**config.mk**
```make
export PLATFORM = sky130hd
export DESIGN_NAME = up_drp_bridge
export DESIGN_NICKNAME = d
export VERILOG_FILES = /design/src/rtl/up_drp_bridge.sv
export SDC_FILE = /design/constraint.sdc
export NUM_CORES = 1
export LEC_CHECK = 0
export CAP_MARGIN = 10
export CORE_MARGIN = 10
export CORE_UTILIZATION = 25
export CTS_CLUSTER_DIAMETER = 200
export DETAILED_ROUTE_END_ITERATION = 12
export MAX_ROUTING_LAYER = met4
export SLEW_MARGIN = 10
export SYNTH_ARGS = -nofsm -noshare
export SYNTH_HDL_FRONTEND = slang
export SYNTH_SLANG_ARGS = --single-unit
```
**constraint.sdc**
```tcl
create_clock -name up_clk -period 2.7 [get_ports up_clk]
set_clock_uncertainty 0.2 [all_clocks]
set_input_delay 0.405 -clock up_clk [delete_from_list [all_inputs] [get_ports up_clk]]
set_output_delay 0.405 -clock up_clk [all_outputs]
set_load 0.1 [all_outputs]
```
**src/rtl/up_drp_bridge.sv**
```systemverilog
// Processor-side bridge to a Xilinx-style DRP port: one outstanding access,
// bounded wait for drp_rdy, plus a synchronized MMCM/PLL lock status.
module up_drp_bridge #(
  parameter int TIMEOUT_CYCLES = 255,
  parameter int DRP_ADDR_WIDTH = 7
) (
  input  logic                      up_clk,
  input  logic                      up_rstn,
  input  logic                      up_drp_sel,
  input  logic                      up_drp_wr,
  input  logic [11:0]               up_drp_addr,
  input  logic [31:0]               up_drp_wdata,
  output logic [31:0]               up_drp_rdata,
  output logic                      up_drp_ready,
  output logic                      up_drp_locked,
  output logic                      up_drp_timeout,
  output logic                      drp_en,
  output logic                      drp_we,
  output logic [DRP_ADDR_WIDTH-1:0] drp_addr,
  output logic [15:0]               drp_di,
  input  logic [15:0]               drp_do,
  input  logic                      drp_rdy,
  input  logic                      mmcm_locked
);

  typedef enum logic [1:0] {
    IDLE  = 2'd0,
    ISSUE = 2'd1,
    WAIT  = 2'd2,
    DONE  = 2'd3
  } state_t;

  localparam logic [15:0] TERM_COUNT = 16'(TIMEOUT_CYCLES - 1);

  state_t      state;
  logic [15:0] wait_count;
  logic [2:0]  lock_sync;

  // Only the low address bits and the low data half reach the primitive.
  logic unused_bits;
  assign unused_bits = ^{up_drp_wdata[31:16], up_drp_addr};

  always_ff @(posedge up_clk or negedge up_rstn) begin
    if (!up_rstn) begin
      state          <= IDLE;
      wait_count     <= 16'd0;
      drp_en         <= 1'b0;
      drp_we         <= 1'b0;
      drp_addr       <= '0;
      drp_di         <= 16'd0;
      up_drp_rdata   <= 32'd0;
      up_drp_ready   <= 1'b0;
      up_drp_timeout <= 1'b0;
    end else begin
      drp_en         <= 1'b0;
      drp_we         <= 1'b0;
      up_drp_ready   <= 1'b0;
      up_drp_timeout <= 1'b0;
      case (state)
        IDLE: begin
          if (up_drp_sel) begin
            drp_addr   <= up_drp_addr[DRP_ADDR_WIDTH-1:0];
            drp_di     <= up_drp_wdata[15:0];
            drp_we     <= up_drp_wr;
            drp_en     <= 1'b1;
            wait_count <= 16'd0;
            state      <= ISSUE;
          end
        end
        ISSUE: begin
          if (drp_rdy) begin
            up_drp_rdata <= {16'h0000, drp_do};
            up_drp_ready <= 1'b1;
            state        <= DONE;
          end else begin
            state <= WAIT;
          end
        end
        WAIT: begin
          // A ready on the terminal count cycle still counts as a normal completion.
          if (drp_rdy) begin
            up_drp_rdata <= {16'h0000, drp_do};
            up_drp_ready <= 1'b1;
            state        <= DONE;
          end else if (wait_count == TERM_COUNT) begin
            up_drp_rdata   <= 32'hFFFF_FFFF;
            up_drp_ready   <= 1'b1;
            up_drp_timeout <= 1'b1;
            state          <= DONE;
          end else begin
            wait_count <= wait_count + 16'd1;
          end
        end
        DONE: begin
          state <= IDLE;
        end
        default: begin
          state <= IDLE;
        end
      endcase
    end
  end

  always_ff @(posedge up_clk or negedge up_rstn) begin
    if (!up_rstn) begin
      lock_sync <= 3'b000;
    end else begin
      lock_sync <= {lock_sync[1:0], mmcm_locked};
    end
  end

  assign up_drp_locked = lock_sync[2];

endmodule

```
# --- Word level (Yosys, flattened, before mapping) ---
# Index checks and enable logic that the tools add are counted.
word_totals:
  regBits: 80
  in_bits: 66
  wordCells: 50
op_classes:
  n_addsub: 1
  eq_ne: 9
  mux: 23
  n_reduce_logical: 7
op_table:
  columns: ["cell", "count"]
  rows:
  - ["$mux 32", 3]
  - ["$pmux 32 s2", 1]
  - ["$mux 16", 3]
  - ["$pmux 16 s2", 1]
  - ["$add 16x1->16 const B", 1]
  - ["$eq 16x8->1 const B", 1]
  - ["$mux 1", 10]
  - ["$ne 2x2->1 const B", 4]
  - ["$pmux 2 s4", 1]
  - ["$mux 2", 3]
  - ["$eq 2x2->1 const B", 2]
  - ["$reduce_and 2->1", 2]
  - ["$reduce_and 4->1", 1]
  - ["$reduce_bool 2->1", 2]
  - ["$ne 3x3->1 const B", 1]
  - ["$reduce_and 3->1", 1]
  - ["$eq 2x1->1 const B", 1]
  - ["$logic_not 2->1", 1]
  - ["$pmux 1 s2", 1]

# --- Longest topological paths before layout ---
logic_depth:
  ltp_word: 4
  mapped_depth: 8

# --- Worst setup path after synthesis ---
# OpenSTA, ideal clock, no wires.
synth_timing:
  kind: "register to output"
  startpoint: "register, netlist name up_drp_rdata[30]"
  endpoint: "output up_drp_rdata[17]"
  arrival_time_ns: 1.573
  required_time_ns: 2.095
  slack_ns: 0.522
  path_stages_with_launch: 2
  path_buffers: 1
  cell_sequence: "dfrtp_1 > buf_4"
synth_lines:
  columns: ["element", "line", "rtl"]
  rows:
  - ["to (decl)", "13", "output logic [31:0] up_drp_rdata,"]

# --- Final worst setup path ---
layout_timing:
  startpoint: "register state[0]"
  endpoint: "register wait_count[15]"
layout_between:
  elab_chain_len: 3
  elab_cells_between_ends: 8
  classes_between: "eq/ne (4); mux (1); reduce/logical (3)"
layout_rtl:
  columns: ["element", "line", "rtl"]
  rows:
  - ["from (decl)", "35", "state_t state;"]
  - ["from (signal assigned)", "45", "state <= IDLE;"]
  - ["from (signal assigned)", "67", "state <= ISSUE;"]
  - ["from (signal assigned)", "74", "state <= DONE;"]
  - ["$eq 2x2->1 / $logic_not 2->1 (equally long branches)", "59", "case (state)"]
  - ["$ne 2x2->1 (no source line) / $reduce_bool 2->1 (equally long branches)", null, null]
  - ["$reduce_and 4->1 (no source line)", null, null]
  - ["to (signal assigned)", "91", "wait_count <= wait_count + 16'd1;"]
  - ["to (decl)", "36", "logic [15:0] wait_count;"]
# Several ways; a longest one is shown, not always the timed one.
# A chain may end at the register's enable or synchronous reset.

==> impl_metrics.env <==
export IMPL_die_w_um=130
export IMPL_drtIter0Drc=122
export IMPL_grt_use_met3_pct=3.26
export IMPL_first_pass_iters=4
export IMPL_crit_path_frequent_cell="inv_1"
export IMPL_overflow=0
export IMPL_yosys_register_bits=65
export IMPL_multi_input_area_sq_um=1200
export IMPL_initial_core_util_pct=25.5
export IMPL_fillers=1187
export IMPL_grt_pass1_vias=2411
export IMPL_ant_nets=0
export IMPL_drt_total_wl_mm=8.07
export IMPL_vias_per_cell=4.81
export IMPL_outcome="finished, final reports clean"
export IMPL_netlist_instances=248
export IMPL_hpwl_mm=5.90
export IMPL_startpoint_type="flip-flop"
export IMPL_grt_use_met1_pct=11.5
export IMPL_cts_buffer_depth=2
export IMPL_slowest_delay_ns=0.85
export IMPL_grt_pass1_wl_mm=12.6
export IMPL_hp_class="reg2reg"
export IMPL_routabilityCongestion=0.813
export IMPL_drc=0
export IMPL_clock_sinks=65
export IMPL_grt_start_max_net_pins=25
export IMPL_ys_async_sr_fraction_pct=100
export IMPL_critPathArrivalTime_ns=2.43
export IMPL_antenna_found_initial=0
export IMPL_wl_per_cell_um=16.4
export IMPL_fin_tns_setup_ns=0
export IMPL_critical_path_required_ns=2.74
export IMPL_cts_tree="done"
export IMPL_syn_area_sq_um=3050
export IMPL_hold_slack_ns=0.147
export IMPL_nets=412
export IMPL_layout_min_cycle_time_ns=2.38
export IMPL_diodes=0
export IMPL_vias=2367
export IMPL_coreArea_sq_um=12000
export IMPL_clkLatencyLatePin_ns=0.32
export IMPL_setup_viol=0
export IMPL_cp_slowest_cell="o211ai_1"
export IMPL_crit_path_end_kind="flip-flop"
export IMPL_placed_area_sq_um=3980
export IMPL_syn_num_nets=320
export IMPL_drive_gt1_share_pct=33.3
export IMPL_syn_to_final_growth_pct=40.4
export IMPL_cts_root_buf="clkbuf_16"
export IMPL_cp_top_family="compound AO/OA/AOI/OAI gates"
export IMPL_critical_path_class="reg2reg"
export IMPL_grt_usage_pct=9.62
export IMPL_grtUsageMet2_pct=14.1
export IMPL_synth_edf_count=0
export IMPL_rsz0062_at_grt="false"
export IMPL_io_buffers=104
export IMPL_final_max_slew_viol_count=0
export IMPL_htreeDepth=3
export IMPL_slew_headroom_pct=33.5
export IMPL_ctsResizeCount=0
export IMPL_max_freq_ghz=0.420
export IMPL_hold_viol=0
export IMPL_ios=126
export IMPL_final_cells=492
export IMPL_rows=40
export IMPL_ys_seq_area_share_pct=53.4
export IMPL_drv_cap=0
export IMPL_cp_max_fo=12
export IMPL_yosys_warnings=0
export IMPL_postLayoutCellArea_sq_um=4280
export IMPL_cp_num_buf_inv=3
export IMPL_postSynthAreaPerCell_sq_um=12.3
export IMPL_numCtsBuffers=9
export IMPL_dieHeight_um=130
export IMPL_busiest_layer="met2"
export IMPL_crit_chain="inv_1 > ha_1 > o211ai_1 > buf_4 > inv_1 > a31oi_1"
export IMPL_clkSlewWorstSetupHoldPaths_ns=0.05
export IMPL_timing_final_crit_share_pct=88.2
export IMPL_ff_latch_area_sq_um=1630
export IMPL_dp_cells=475
export IMPL_synth_flop_cell="dfrtp_1"
export IMPL_tightest_slew_ns=0.993
export IMPL_layout_common_cells="65 x dfrtp_1, 65 x buf_4, 43 x clkdlybuf4s50_1, 24 x mux2_2, 16 x o22a_1"
export IMPL_die_area_sq_um=17000
export IMPL_synth_cell_type_count=46
timing repair:
action                                  CTS  global route
endpoints found under the hold margin    22             0
hold buffers                              1             0
endpoints found under the setup margin    0             0
buffers inserted                          0             0
per-stage QoR:
stage	utilization [%]	setup WS [ns]
6_report	35.8	0.318
5_1_grt	35.8	0.193
4_1_cts	35.7	0.267
3_5_place_dp	33.2	0.231
3_3_place_gp	33.2	0.217
2_1_floorplan	-	0.522
cell type report:
type / instances / share of cell area (%)
Clock inverter: 5 / 1.32
Multi-Input combinational cell: 145 / 28.0
Timing Repair Buffer: 111 / 22.3
Inverter: 8 / 0.702
Sequential cell: 65 / 38.0
Tap cell: 147 / 4.30
Clock buffer: 11 / 5.44
synthesized netlist by cell type (3+ instances only):
master / number / share of area, %
dfrtp_1: 65 / 53
mux2_2: 24 / 8.9
buf_4: 16 / 3.9
o22a_1: 16 / 4.6
o21ai_0: 11 / 1.8
clkbuf_1: 8 / 0.99
inv_1: 8 / 0.99
o31ai_1: 8 / 2.0
nand2_1: 7 / 0.86
and3_1: 6 / 1.2
ha_1: 6 / 2.5
a31oi_1: 5 / 1.0
a41oi_1: 5 / 1.4
nand3_1: 5 / 0.82
nand4_1: 5 / 1.0
o211ai_1: 5 / 1.2
and4_1: 4 / 1.1
nor2_1: 4 / 0.49
buf_2: 3 / 0.49
buf_6: 3 / 1.1
nand2b_1: 3 / 0.62
final timing paths:
kind	to	from	slack, ns	cells past startpoint
max in group asynchronous	drp_addr[1]	up_rstn	1.18	3
worst max-delay path	wait_count[15]	state[0]	0.32	6
worst max register to register	wait_count[15]	state[0]	0.32	6
min in group asynchronous	up_drp_rdata[2]	up_rstn	0.40	2
worst min register to register	lock_sync[1]	lock_sync[0]	0.15	0
worst min-delay path	lock_sync[1]	lock_sync[0]	0.15	0
layer usage:
metal	part of all wire (%)	vias to the layer above
met2	47	106
met1	42	1157
li1	-	1096
met3	10	8
met4	1.8	0
met5	0	-
registers in the layout, indices dropped and copies added (netlist names):
name,cells
drp_addr,7
drp_di,16
drp_en,1
drp_we,1
lock_sync,3
state,2
up_drp_rdata,17
up_drp_ready,1
up_drp_timeout,1
wait_count,16
cell families after synthesis:
kind of cell | count (synthesis) | share of synthesized area [%]
AO/OA/AOI/OAI | 64 | 16.2
XOR/XNOR | 1 | 0.287
adder cells (fa/ha/maj) | 6 | 2.46
buffers and inverters | 38 | 7.51
flip-flops | 65 | 53.4
multiplexers | 24 | 8.87
AND/OR/NAND/NOR | 50 | 11.3
Power is left out: the tool's default activity adds up to more than one toggle a clock period on the data nets, which glitch-free logic cannot reach.
